### config.mk
export PLATFORM = sky130hd
export DESIGN_NAME = tick_timer_ctrl
export DESIGN_NICKNAME = d
export VERILOG_FILES = /design/src/rtl/tick_timer_ctrl.sv
export SDC_FILE = /design/constraint.sdc
export NUM_CORES = 1
export LEC_CHECK = 0
export ABC_AREA = 1
export CORE_MARGIN = 1.5
export CORE_UTILIZATION = 50
export CTS_BUF_LIST = sky130_fd_sc_hd__clkbuf_4 sky130_fd_sc_hd__clkbuf_8
export DETAILED_ROUTE_END_ITERATION = 6
export HOLD_SLACK_MARGIN = 0.08
export PLACE_DENSITY = 0.82
export SYNTH_ARGS = -nofsm -noshare
export SYNTH_HDL_FRONTEND = slang
export SYNTH_SLANG_ARGS = --single-unit
### constraint.sdc
create_clock -name clk_bus -period 4.4 [get_ports clk_bus]
set_clock_uncertainty 0.05 [all_clocks]
set_input_delay 0.88 -clock clk_bus [delete_from_list [all_inputs] [get_ports clk_bus]]
set_output_delay 0.88 -clock clk_bus [all_outputs]
set_load 0.02 [all_outputs]
### src/rtl/tick_timer_ctrl.sv
// Bus-mapped compare/interrupt controller for the free-running tick count.
// Define TICK_TIMER_PERIODIC_EN to build the periodic auto-reload and OVR logic.
module tick_timer_ctrl #(
    parameter logic [31:0] CMP_RESET = 32'hFFFF_FFFF,
    parameter logic [31:0] PER_RESET = 32'd0
) (
    input  logic        clk_bus,
    input  logic        rst_n,
    input  logic [31:0] tick_value,
    input  logic [7:0]  bus_address,
    input  logic [31:0] bus_data_i,
    output logic [31:0] bus_data_o,
    input  logic        bus_read,
    input  logic        bus_write,
    output logic        irq_o
);

    typedef enum logic [1:0] {
        ST_IDLE  = 2'd0,
        ST_ARMED = 2'd1,
        ST_DONE  = 2'd2
    } state_t;

    localparam logic [5:0] A_CTRL    = 6'h00;
    localparam logic [5:0] A_STATUS  = 6'h01;
    localparam logic [5:0] A_COMPARE = 6'h02;
    localparam logic [5:0] A_PERIOD  = 6'h03;
    localparam logic [5:0] A_COUNT   = 6'h04;

    state_t      state_q, state_d;
    logic        en_q, en_d;
    logic        ie_q, ie_d;
    logic        per_q, per_d;
    logic        pend_q, pend_d;
    logic        ovr_q, ovr_d;
    logic [31:0] cmp_q, cmp_d;
    logic [31:0] period_q, period_d;

    logic [5:0]  word_addr;
    logic        wr_ctrl, wr_status, wr_cmp, wr_period;
    logic [31:0] delta;
    logic        due, hit_raw, cancel, hit;
    logic        per_wr_val, reload, ovr_set;
    logic        unused_addr_bits;

    assign word_addr        = bus_address[7:2];
    assign unused_addr_bits = ^bus_address[1:0];

    assign wr_ctrl   = bus_write && (word_addr == A_CTRL);
    assign wr_status = bus_write && (word_addr == A_STATUS);
    assign wr_cmp    = bus_write && (word_addr == A_COMPARE);
    assign wr_period = bus_write && (word_addr == A_PERIOD);

`ifdef TICK_TIMER_PERIODIC_EN
    assign per_wr_val = bus_data_i[2];
    assign reload     = per_q && (period_q != 32'd0);
`else
    assign per_wr_val = 1'b0;
    assign reload     = 1'b0;
`endif

    // Wrap-safe "tick has reached compare": sign of the modular difference.
    assign delta   = tick_value - cmp_q;
    assign due     = ~delta[31];
    assign hit_raw = en_q && (state_q == ST_ARMED) && due;
    assign cancel  = (wr_ctrl && !bus_data_i[0]) || (wr_cmp && en_q);
    assign hit     = hit_raw && !cancel;
    assign ovr_set = hit && reload && pend_q;

    always_comb begin
        state_d  = state_q;
        en_d     = en_q;
        ie_d     = ie_q;
        per_d    = per_q;
        cmp_d    = cmp_q;
        period_d = period_q;
        pend_d   = (pend_q & ~(wr_status & bus_data_i[0])) | hit;
        ovr_d    = (ovr_q  & ~(wr_status & bus_data_i[1])) | ovr_set;

        if (hit) begin
            if (reload) begin
                cmp_d = cmp_q + period_q;
            end else begin
                state_d = ST_DONE;
            end
        end

        if (wr_ctrl) begin
            en_d  = bus_data_i[0];
            ie_d  = bus_data_i[1];
            per_d = per_wr_val;
            if (!bus_data_i[0]) begin
                state_d = ST_IDLE;
            end else if (state_q == ST_IDLE) begin
                state_d = ST_ARMED;
            end
        end

        // A new compare point re-arms and hides any hit against the old one.
        if (wr_cmp) begin
            cmp_d = bus_data_i;
            if (en_q) begin
                state_d = ST_ARMED;
            end
        end

        if (wr_period) begin
            period_d = bus_data_i;
        end
    end

    always_ff @(posedge clk_bus) begin
        if (!rst_n) begin
            state_q  <= ST_IDLE;
            en_q     <= 1'b0;
            ie_q     <= 1'b0;
            per_q    <= 1'b0;
            pend_q   <= 1'b0;
            ovr_q    <= 1'b0;
            cmp_q    <= CMP_RESET;
            period_q <= PER_RESET;
        end else begin
            state_q  <= state_d;
            en_q     <= en_d;
            ie_q     <= ie_d;
            per_q    <= per_d;
            pend_q   <= pend_d;
            ovr_q    <= ovr_d;
            cmp_q    <= cmp_d;
            period_q <= period_d;
        end
    end

    always_comb begin
        bus_data_o = 32'd0;
        if (bus_read) begin
            case (word_addr)
                A_CTRL:    bus_data_o = {29'd0, per_q, ie_q, en_q};
                A_STATUS:  bus_data_o = {30'd0, ovr_q, pend_q};
                A_COMPARE: bus_data_o = cmp_q;
                A_PERIOD:  bus_data_o = period_q;
                A_COUNT:   bus_data_o = tick_value;
                default:   bus_data_o = 32'd0;
            endcase
        end
    end

    assign irq_o = pend_q & ie_q;

endmodule

### After elaboration in Yosys (flattened, before gate mapping)

Index checks and enable logic that the tools add are counted.

* RAM bits: 0
* memory bits (read-only): 0
* output and inout port bits: 33
* input bits: 76
* memories: 0
* latch bits: 0
* flip-flop bits (word level): 70
* word-level logic and storage cells: 44

* eq/ne operators: 5
* magnitude comparators: 0
* shift-type cells: 0
* muxes and demuxes: 8
* add/sub/neg operators: 1
* $mul: 0
* reduce and logical (&&, ||, !) cells: 14
* bitwise logic cells: 9
* div/mod/pow operators: 0

Operators with widths (count)
* one-hot mux 32 bit (5 select lines): 1
* 2-to-1 mux 32 bit: 1
* subtractor 32 bit: 1
* equality test 6 x 2 -> 1 bit, second input constant: 2
* 2-to-1 mux 2 bit: 6
* logical AND 1 bit: 9
* equality test 6 x 1 -> 1 bit, second input constant: 1
* equality test 6 x 3 -> 1 bit, second input constant: 1
* zero test 6 bit: 1
* AND 1 bit: 5
* inverter 1 bit: 3
* equality test 2 x 1 -> 1 bit, second input constant: 1
* zero test 1 bit: 2
* zero test 2 bit: 1
* logical OR 1 bit: 1
* bitwise OR 1 bit: 1

### Logic depth before layout (Yosys ltp)

Gate-level depths: netlist of run 1.

* depth after elaboration: 12
* mapped depth: 18
* mapped depth without buffers: 18

### Worst setup path before layout of run 1

No wires, ideal clock.

* path kind: input to output
* start point: in bus_address[7]
* end point: out bus_data_o[0]
* stages on the path: 6
* arrival: 1.878 ns
* slack: 1.592 ns
* buffers on the path: 1
* data required time: 3.470 ns
* path through: nor2_4 -> nand3_2 -> buf_1 -> inv_1 -> nand2_1 -> a31oi_1

* word-level cells in the longest chain between the ends: 3
* elaborated cells between the ends (all ways): 7
* classes of those cells: 4 x eq/ne; 2 x mux; 1 x reduce/logical

Ends and longest elaborated chain
* start: declaration: line 10 `input logic [7:0] bus_address,`
* equality test 6 x 3 -> 1 bit (tied with other cells): line 137 `case (word_addr)`
* one-hot mux 32 bit (5 select lines) *: line 137
* 2-to-1 mux 32 bit *: line 136 `if (bus_read) begin`
* end: declaration: line 12 `output logic [31:0] bus_data_o,`

Mark *: on every way between the ends. The rest lies on a longest branch, timed or not.

### Worst setup path in the final report of run 1

* start point: in bus_address[3]
* end point: out bus_data_o[1]

The elaborated chain is that of the path after synthesis.

==> summary.txt, run 1 <==
Run status
  – Status: finished clean

Pwr
  – Leakage: approximately 2.8 nW
  – Clk pwr share: 40.6%
  – Switch share: about a quarter
  – Seq pwr share: roughly 47%
  – Pwr/cell area: 248 mW/mm^2
  – Worst VDD drop: ~0.00019 V
  – Final Power: around 1.4 mW
  – Cell-internal power: around 1.0 mW
  – Switching power total: about 0.32 mW
  – Combinational power share: between 10% and 20%

Floorplanning
  – Die X: roughly 93 microns
  – IO Count: 109
  – Die ar.: just under 0.009 sq mm
  – FP Rows: 32
  – Die Y-Extent: just over 90 microns
  – Starting density of the core: 52.3%
  – Placeable Area: just under 0.008 sq mm

Setup path
  – Crit path kind: primary input to output pin
  – Worst Setup End Kind: output pin
  – Worst Path Max Fanout: 20
  – Req. time, crit path: approximately 3500 ps
  – RR Endpoint: state_q[0]$_SDFF_PN0_
  – Crit path arrival time: 3140 ps
  – R2r startpoint: cmp_q[26]$_SDFFE_PN1P_
  – CP startpoint kind: primary input
  – Crit path launch: bus_address[3]
  – CP endpoint: bus_data_o[1]
  – Flop2flop setup slack: ~2500 ps
  – Worst R2R Path Depth: 16

GRT
  – Global-route wire length before repair: 19100 microns
  – GRT Total Usage: a little over a quarter
  – Pin count of the biggest net entering global routing: 39
  – Antenna violations before repair: 0
  – Total grt overflow: 0
  – Vias in the first global route: 4193

Clock tree
  – Clock latency on the worst-skew pair: 350 ps
  – Hold_buf cts: 0
  – Clock Tree Buf Depth: 2
  – Setup bufs post-CTS: 0
  – CTS Root Cell: clkbuf_8
  – CTS sink count: 70
  – CTS tree: yes
  – H-tree Lvls: 3
  – Post-CTS resize count: 0
  – CTS Buf Count: 9
  – Clk slew on worst S/H paths: 70 ps

STA
  – RSZ-0062 raised after global routing: false
  – Setup violations, final: 0
  – Tmin final: between 4000 and 5000 ps
  – Slew @ Worst Pin: roughly 1200 ps
  – Period utilization: about 90%
  – Worst rel slew slack: 18.3%
  – Final slew viol count: 0
  – Total negative setup slack: 0 ps
  – Post-route setup slack: around 330 ps
  – FMAX: about 250 MHz
  – Hold Violations, Final: 0

Logic synthesis
  – Total of warnings raised by yosys: 0
  – Seq/Total Area, Yosys: between 30 and 40%
  – Yosys top cell area share: approximately 34%
  – Seq cells post-synth: 70
  – Distinct cells, synth: 26
  – Yosys top cell by area: dfxtp_1
  – Dominant cells by area after synthesis: dfxtp_1 (34%), nand2_1 (11%), o21ai_0 (9.4%)
  – Syn Std Cell Area: 0.00409 sq mm
  – Avg Cell Area, Syn: 6.68 sq um
  – Synthesized net count: 718
  – Mapped Cells: 612

Place
  – IO Port Bufs: approximately 110
  – Routability Congestion: 0.839
  – DP HPWL: between 7000 and 8000 microns
  – Cells after DPL: between 700 and 800
  – Pre-CTS setup slack: approximately 380 ps
  – Placed Area: between 0.005 and 0.006 sq mm

Finish
  – Post-route cell area: 0.00545 sq mm
  – Layout area overhead: 33.4%
  – Final nets: a little over 800
  – Fill count: ~650
  – Layout cells sized above 1: 4.65%
  – Final Instance Count excl. Fillers: between 800 and 900
  – ANT cells: 0

Job
  – Max-cap violations: 0

Drt
  – Vias post-DR: between 4000 and 5000
  – 1st-iter DRT viols: ~250
  – Routed wire length: between 10000 and 15000 microns
  – Drt first pass iters: 6
  – DRC viols: 0
  – Antenna-violating nets left: 0
  – Post-DR vias/cell: ~5.4
  – Wire per inst: 14.7 microns

Hold path
  – Min-Delay Path Class: register to register
-- synthesized netlist by cell type --
master and instances:
a21oi_1 44, a221oi_1 1, a22oi_1 19, a311oi_1 1, a31oi_1 1, buf_1 4
buf_2 15, clkbuf_1 12, dfxtp_1 70, ha_1 30, inv_1 95, inv_2 3
nand2_1 125, nand3_1 8, nand3_2 2, nand4_1 5, nor2_1 74, nor2_2 2
nor2_4 3, nor3_1 1, o211ai_1 15, o21ai_0 77, o21ai_1 2, o22ai_1 1
o31ai_1 1, xor2_1 1
-- metrics by stage --
stage	utilization (%)	hold slack, ps
finish	69.8	413
global route	69.8	450
CTS	69.8	406
detailed placement	67.1	392
global placement	67.1	385
floorplan	-	373
-- critical path, cell delays in order --
cell and delay, ps:
clkdlybuf4s50_1 520, inv_2 50, nor2_2 90, nand3_2 280, buf_12 280, o22ai_1 160
a221oi_1 70, a21oi_1 160, clkdlybuf4s50_1 630
-- logic make-up after synthesis --
group	after synthesis	synth area share (%)
AO/OA/AOI/OAI	162	22.2
XOR/XNOR	1	0.214
adder cells (fa/ha/maj)	30	9.19
buffers and inverters	129	12.3
flip-flops	70	34.3
AND/OR/NAND/NOR	220	21.8
-- how the worst min path moves through the flow --
stage                             endpoint              from  cells past startpoint
final                     ovr_q$_SDFF_PN0_  ovr_q$_SDFF_PN0_                      2
after floorplan           ovr_q$_SDFF_PN0_  ovr_q$_SDFF_PN0_                      2
after detailed placement  ovr_q$_SDFF_PN0_  ovr_q$_SDFF_PN0_                      2
after global placement    ovr_q$_SDFF_PN0_  ovr_q$_SDFF_PN0_                      2
after CTS                 ovr_q$_SDFF_PN0_  ovr_q$_SDFF_PN0_                      2
after global routing      ovr_q$_SDFF_PN0_  ovr_q$_SDFF_PN0_                      2
-- final cells by class --
class | count | area [sq um] | area share [%]
timing repair buffer | 113 | 1160 | 21.3
tap | 102 | 128 | 2.34
inverter | 98 | 368 | 6.75
clock buffer | 13 | 166 | 3.05
clock inverter | 3 | 42.5 | 0.780
multi-input combinational | 413 | 2180 | 40.0
sequential | 70 | 1400 | 25.7
-- cells in the final DEF, fill, tap and decap left out, types with 15 or more instances in the layout --
master / count
o211ai_1: 15
a22oi_1: 19
dfxtp_1: 70
o21ai_0: 77
inv_1: 95
nand2_1: 125
nor2_1: 74
clkdlybuf4s50_1: 106
ha_1: 30
a21oi_1: 44
-- routing by layer --
metal	vias to the layer above	global-route usage, %	part of all wire [%]
met3	19	4.07	7.0
met1	2039	33.2	42
met4	0	10.1	1.5
met5	-	0	0
met2	195	48.9	50
li1	2160	-	-
-- power by group through the flow --
| stage | logic, mW | registers (mW) | clock network (mW) |
|---|---|---|---|
| 6_report | 0.164 | 0.639 | 0.550 |
| 5_1_grt | 0.178 | 0.640 | 0.579 |
| 4_1_cts | 0.162 | 0.639 | 0.551 |
| 3_5_place_dp | 0.161 | 0.654 | 0 |
| 3_3_place_gp | 0.159 | 0.654 | 0 |
| 2_1_floorplan | 0.0574 | 0.654 | 0 |
-- sequential cells by signal, indices dropped and copies added, names as in the netlist --
| signal | cells |
|---|---|
| cmp_q | 32 |
| en_q | 1 |
| ie_q | 1 |
| ovr_q | 1 |
| pend_q | 1 |
| period_q | 32 |
| state_q | 2 |
Power figures use the tool's default switching activity.
==> inputs of run 2 (changes only) <==
--- a/config.mk
+++ b/config.mk
@@ -5,13 +5,13 @@
 export SDC_FILE = /design/constraint.sdc
 export NUM_CORES = 1
 export LEC_CHECK = 0
-export ABC_AREA = 1
+export CAP_MARGIN = 20
 export CORE_MARGIN = 1.5
 export CORE_UTILIZATION = 50
 export CTS_BUF_LIST = sky130_fd_sc_hd__clkbuf_4 sky130_fd_sc_hd__clkbuf_8
 export DETAILED_ROUTE_END_ITERATION = 6
 export HOLD_SLACK_MARGIN = 0.08
-export PLACE_DENSITY = 0.82
+export PLACE_DENSITY = 0.83
 export SYNTH_ARGS = -nofsm -noshare
 export SYNTH_HDL_FRONTEND = slang
 export SYNTH_SLANG_ARGS = --single-unit
==> summary.txt, run 2 <==
Run status
  – Status: finished clean

GRT
  – Vias in the first global route: 3983
  – Total grt overflow: 0
  – GRT Total Usage: between 20 and 30%
  – Gr busiest metal: met2
  – Met1 Track Usage GR: 32.3%
  – Met3 usage: under 10%
  – Antenna violations before repair: 0
  – Global-route wire length before repair: roughly 19000 microns
  – Pin count of the biggest net entering global routing: between 50 and 60
  – Grt met2 use: between 40% and 50%

Finish
  – Most frequent cells in the layout: nand2_1 (118), clkdlybuf4s50_1 (102), dfxtp_1 (70)
  – Final Instance Count excl. Fillers: 697
  – ANT cells: 0
  – Layout area overhead: 34.5%
  – Final nets: 696
  – Fill count: ~640
  – Commonest non-fill, non-tap cell in the layout: nand2_1
  – Biggest regs: cmp_q: 32 flops, period_q: 32 flops, state_q: 2 flops
  – Layout cells sized above 1: between 6 and 7%
  – Register area: 0.00140 sq mm
  – Footprint of the multi-input gates: between 0.002 and 0.0025 sq mm

STA
  – Worst rel slew slack: between 40% and 50%
  – Period utilization: a little over nine tenths
  – Setup violations, final: 0
  – Tmin final: approximately 4300 ps
  – FMAX: roughly 230 MHz
  – RSZ-0062 raised after global routing: false
  – Total negative setup slack: 0 ps
  – Slew @ Worst Pin: around 860 ps
  – Final slew viol count: 0
  – Hold Violations, Final: 0

Setup path
  – Req. time, crit path: 3470 ps
  – Flop2flop setup slack: 2170 ps
  – Worst Setup End Kind: output pin
  – Critical Path Slowest Stage Cell: clkdlybuf4s50_1
  – CP startpoint kind: primary input
  – Worst Path Max Fanout: 30
  – CP max stage delay: about 620 ps
  – Crit path arrival time: between 3000 and 4000 ps
  – Crit-path most repeated cell: clkdlybuf4s50_1
  – Crit path kind: primary input to output pin
  – CP Cell Sequence: clkdlybuf4s50_1 -> or4_4 -> nor2_2 -> and2_1 -> buf_12 -> a222oi_1 -> nor2_1 -> clkdlybuf4s50_1

Pwr
  – Leakage: ~2.2 nW
  – Pwr/cell area: approximately 240 mW/mm^2
  – Worst VDD drop: around 0.00027 V

Place
  – IO Port Bufs: between 100 and 150
  – Cells after DPL: approximately 700
  – Routability Congestion: ~0.87
  – DP HPWL: ~8000 microns

Logic synthesis
  – Yosys top cell by area: dfxtp_1
  – Mapped Cells: between 400 and 500
  – Yosys top cell area share: between 30% and 40%
  – Dominant cells by area after synthesis: dfxtp_1 (36%), nand2_1 (11%), ha_1 (9.5%)
  – Avg Cell Area, Syn: 7.95 sq um
  – Ys flop type: dfxtp_1
  – Distinct cells, synth: 38
  – Total of warnings raised by yosys: 0
  – Post-synth EDFFs: 0
  – Most instantiated cells after synthesis: nand2_1 (118), dfxtp_1 (70), nor2_1 (38)
  – Async set-reset flop share out of synthesis: 0%
  – Syn Std Cell Area: between 0.003 and 0.004 sq mm
  – Most frequent cell after synthesis: nand2_1
  – Seq/Total Area, Yosys: a little over a third
  – Synthesized net count: about 600
  – Seq cells post-synth: 70

Floorplanning
  – Die Y-Extent: about 92 microns
  – FP Rows: 32
  – Die ar.: about 0.0084 sq mm
  – Starting density of the core: 51.2%
  – Placeable Area: 0.00769 sq mm
  – IO Count: 109
  – Die X: 91.7 microns

Drt
  – Vias post-DR: 4125
  – Routed wire length: ~11000 microns
  – Antenna-violating nets left: 0
  – Drt first pass iters: 5
  – DRC viols: 0
  – 1st-iter DRT viols: about 390
  – Wire per inst: approximately 16 microns
  – Post-DR vias/cell: ~6

Clock tree
  – CTS sink count: 70
  – CTS tree: yes
  – CTS Buf Count: 9
  – Clock latency on the worst-skew pair: between 300 and 400 ps
  – Clock Tree Buf Depth: 2
  – Clk slew on worst S/H paths: ~70 ps
  – H-tree Lvls: 3
  – CTS Root Cell: clkbuf_8

Job
  – Max-cap violations: 0

Hold path
  – Min-Delay Path Class: register to register
-- run 2: cell types whose count changed after synthesis, sizes merged, moves of 5 or more --
cell	change
a21boi	+32
a21oi	-24
a222oi	+30
a22oi	-16
clkbuf	+9
inv	-68
mux2i	+5
nand2	-7
nor2	-40
o211ai	+16
o21ai	-69
-- run 2: worst paths after layout --
kind | from | cells after the start | to
worst max-delay path | bus_address[5] | 8 | bus_data_o[2]
worst min-delay path | ovr_q$_SDFF_PN0_ | 2 | ovr_q$_SDFF_PN0_
worst max register to register | cmp_q[2]$_SDFFE_PN1P_ | 9 | pend_q$_SDFF_PN0_
worst min register to register | ovr_q$_SDFF_PN0_ | 2 | ovr_q$_SDFF_PN0_
-- run 2: routing by layer --
layer | up-vias | share of wire (%)
met5 | - | 0
li1 | 1965 | -
met1 | 1943 | 40
met3 | 19 | 8.7
met4 | 0 | 1.4
met2 | 198 | 50
-- run 2: layout make-up --
| type | count | area share, % |
|---|---|---|
| Clock buffer | 9 | 2.34 |
| Clock inverter | 7 | 1.23 |
| Inverter | 30 | 2.13 |
| Multi-Input combinational cell | 358 | 42.5 |
| Sequential cell | 70 | 26.5 |
| Tap cell | 102 | 2.41 |
| Timing Repair Buffer | 121 | 22.9 |
-- run 2: cell families after synthesis --
kind of cell    Yosys count  synth area share, %
buf+inv                  67                 7.34
mux                       5                 1.27
fa+ha+maj                30                 9.54
simple gates            188                 20.5
compound gates          133                 25.3
xor+xnor                  2                0.445
flops                    70                 35.6
-- run 2: stage by stage --
stage	worst slack [ps]	area (sq um)	power (mW)	util, %	hold slack [ps]
6_report	107	5300	1.29	68.9	384
5_1_grt	3.96	5300	1.33	68.9	413
4_1_cts	104	5290	1.29	68.8	384
3_5_place_dp	112	5100	0.799	66.3	376
3_3_place_gp	151	5100	0.796	66.3	369
2_1_floorplan	1200	3940	0.702	-	362
-- run 2: where the power goes --
| part | internal (mW) | total [mW] | switching, mW |
|---|---|---|---|
| combinational | 0.0843 | 0.148 | 0.0640 |
| clock | 0.258 | 0.506 | 0.249 |
| sequential | 0.636 | 0.638 | 0.00190 |
-- run 2: timing repair --
| item | CTS | global route |
|---|---|---|
| setup buffers | 0 | 0 |
| setup endpoints to repair | 0 | 3 |
| resized for setup | 0 | 3 |
| hold buffers | 0 | 0 |
-- run 2: critical path: cells and delay by family --
family	cells	cell delay, ps
buf+inv	3	1310
simple gates	4	1050
compound gates	1	130
==> inputs of run 3 (changes only) <==
--- a/config.mk
+++ b/config.mk
@@ -12,6 +12,7 @@
 export DETAILED_ROUTE_END_ITERATION = 6
 export HOLD_SLACK_MARGIN = 0.08
 export PLACE_DENSITY = 0.83
+export SLEW_MARGIN = 20
 export SYNTH_ARGS = -nofsm -noshare
 export SYNTH_HDL_FRONTEND = slang
 export SYNTH_SLANG_ARGS = --single-unit
==> results of run 3 <==
Same layout as run 2: the final DEF is identical, and so are final timing and power.
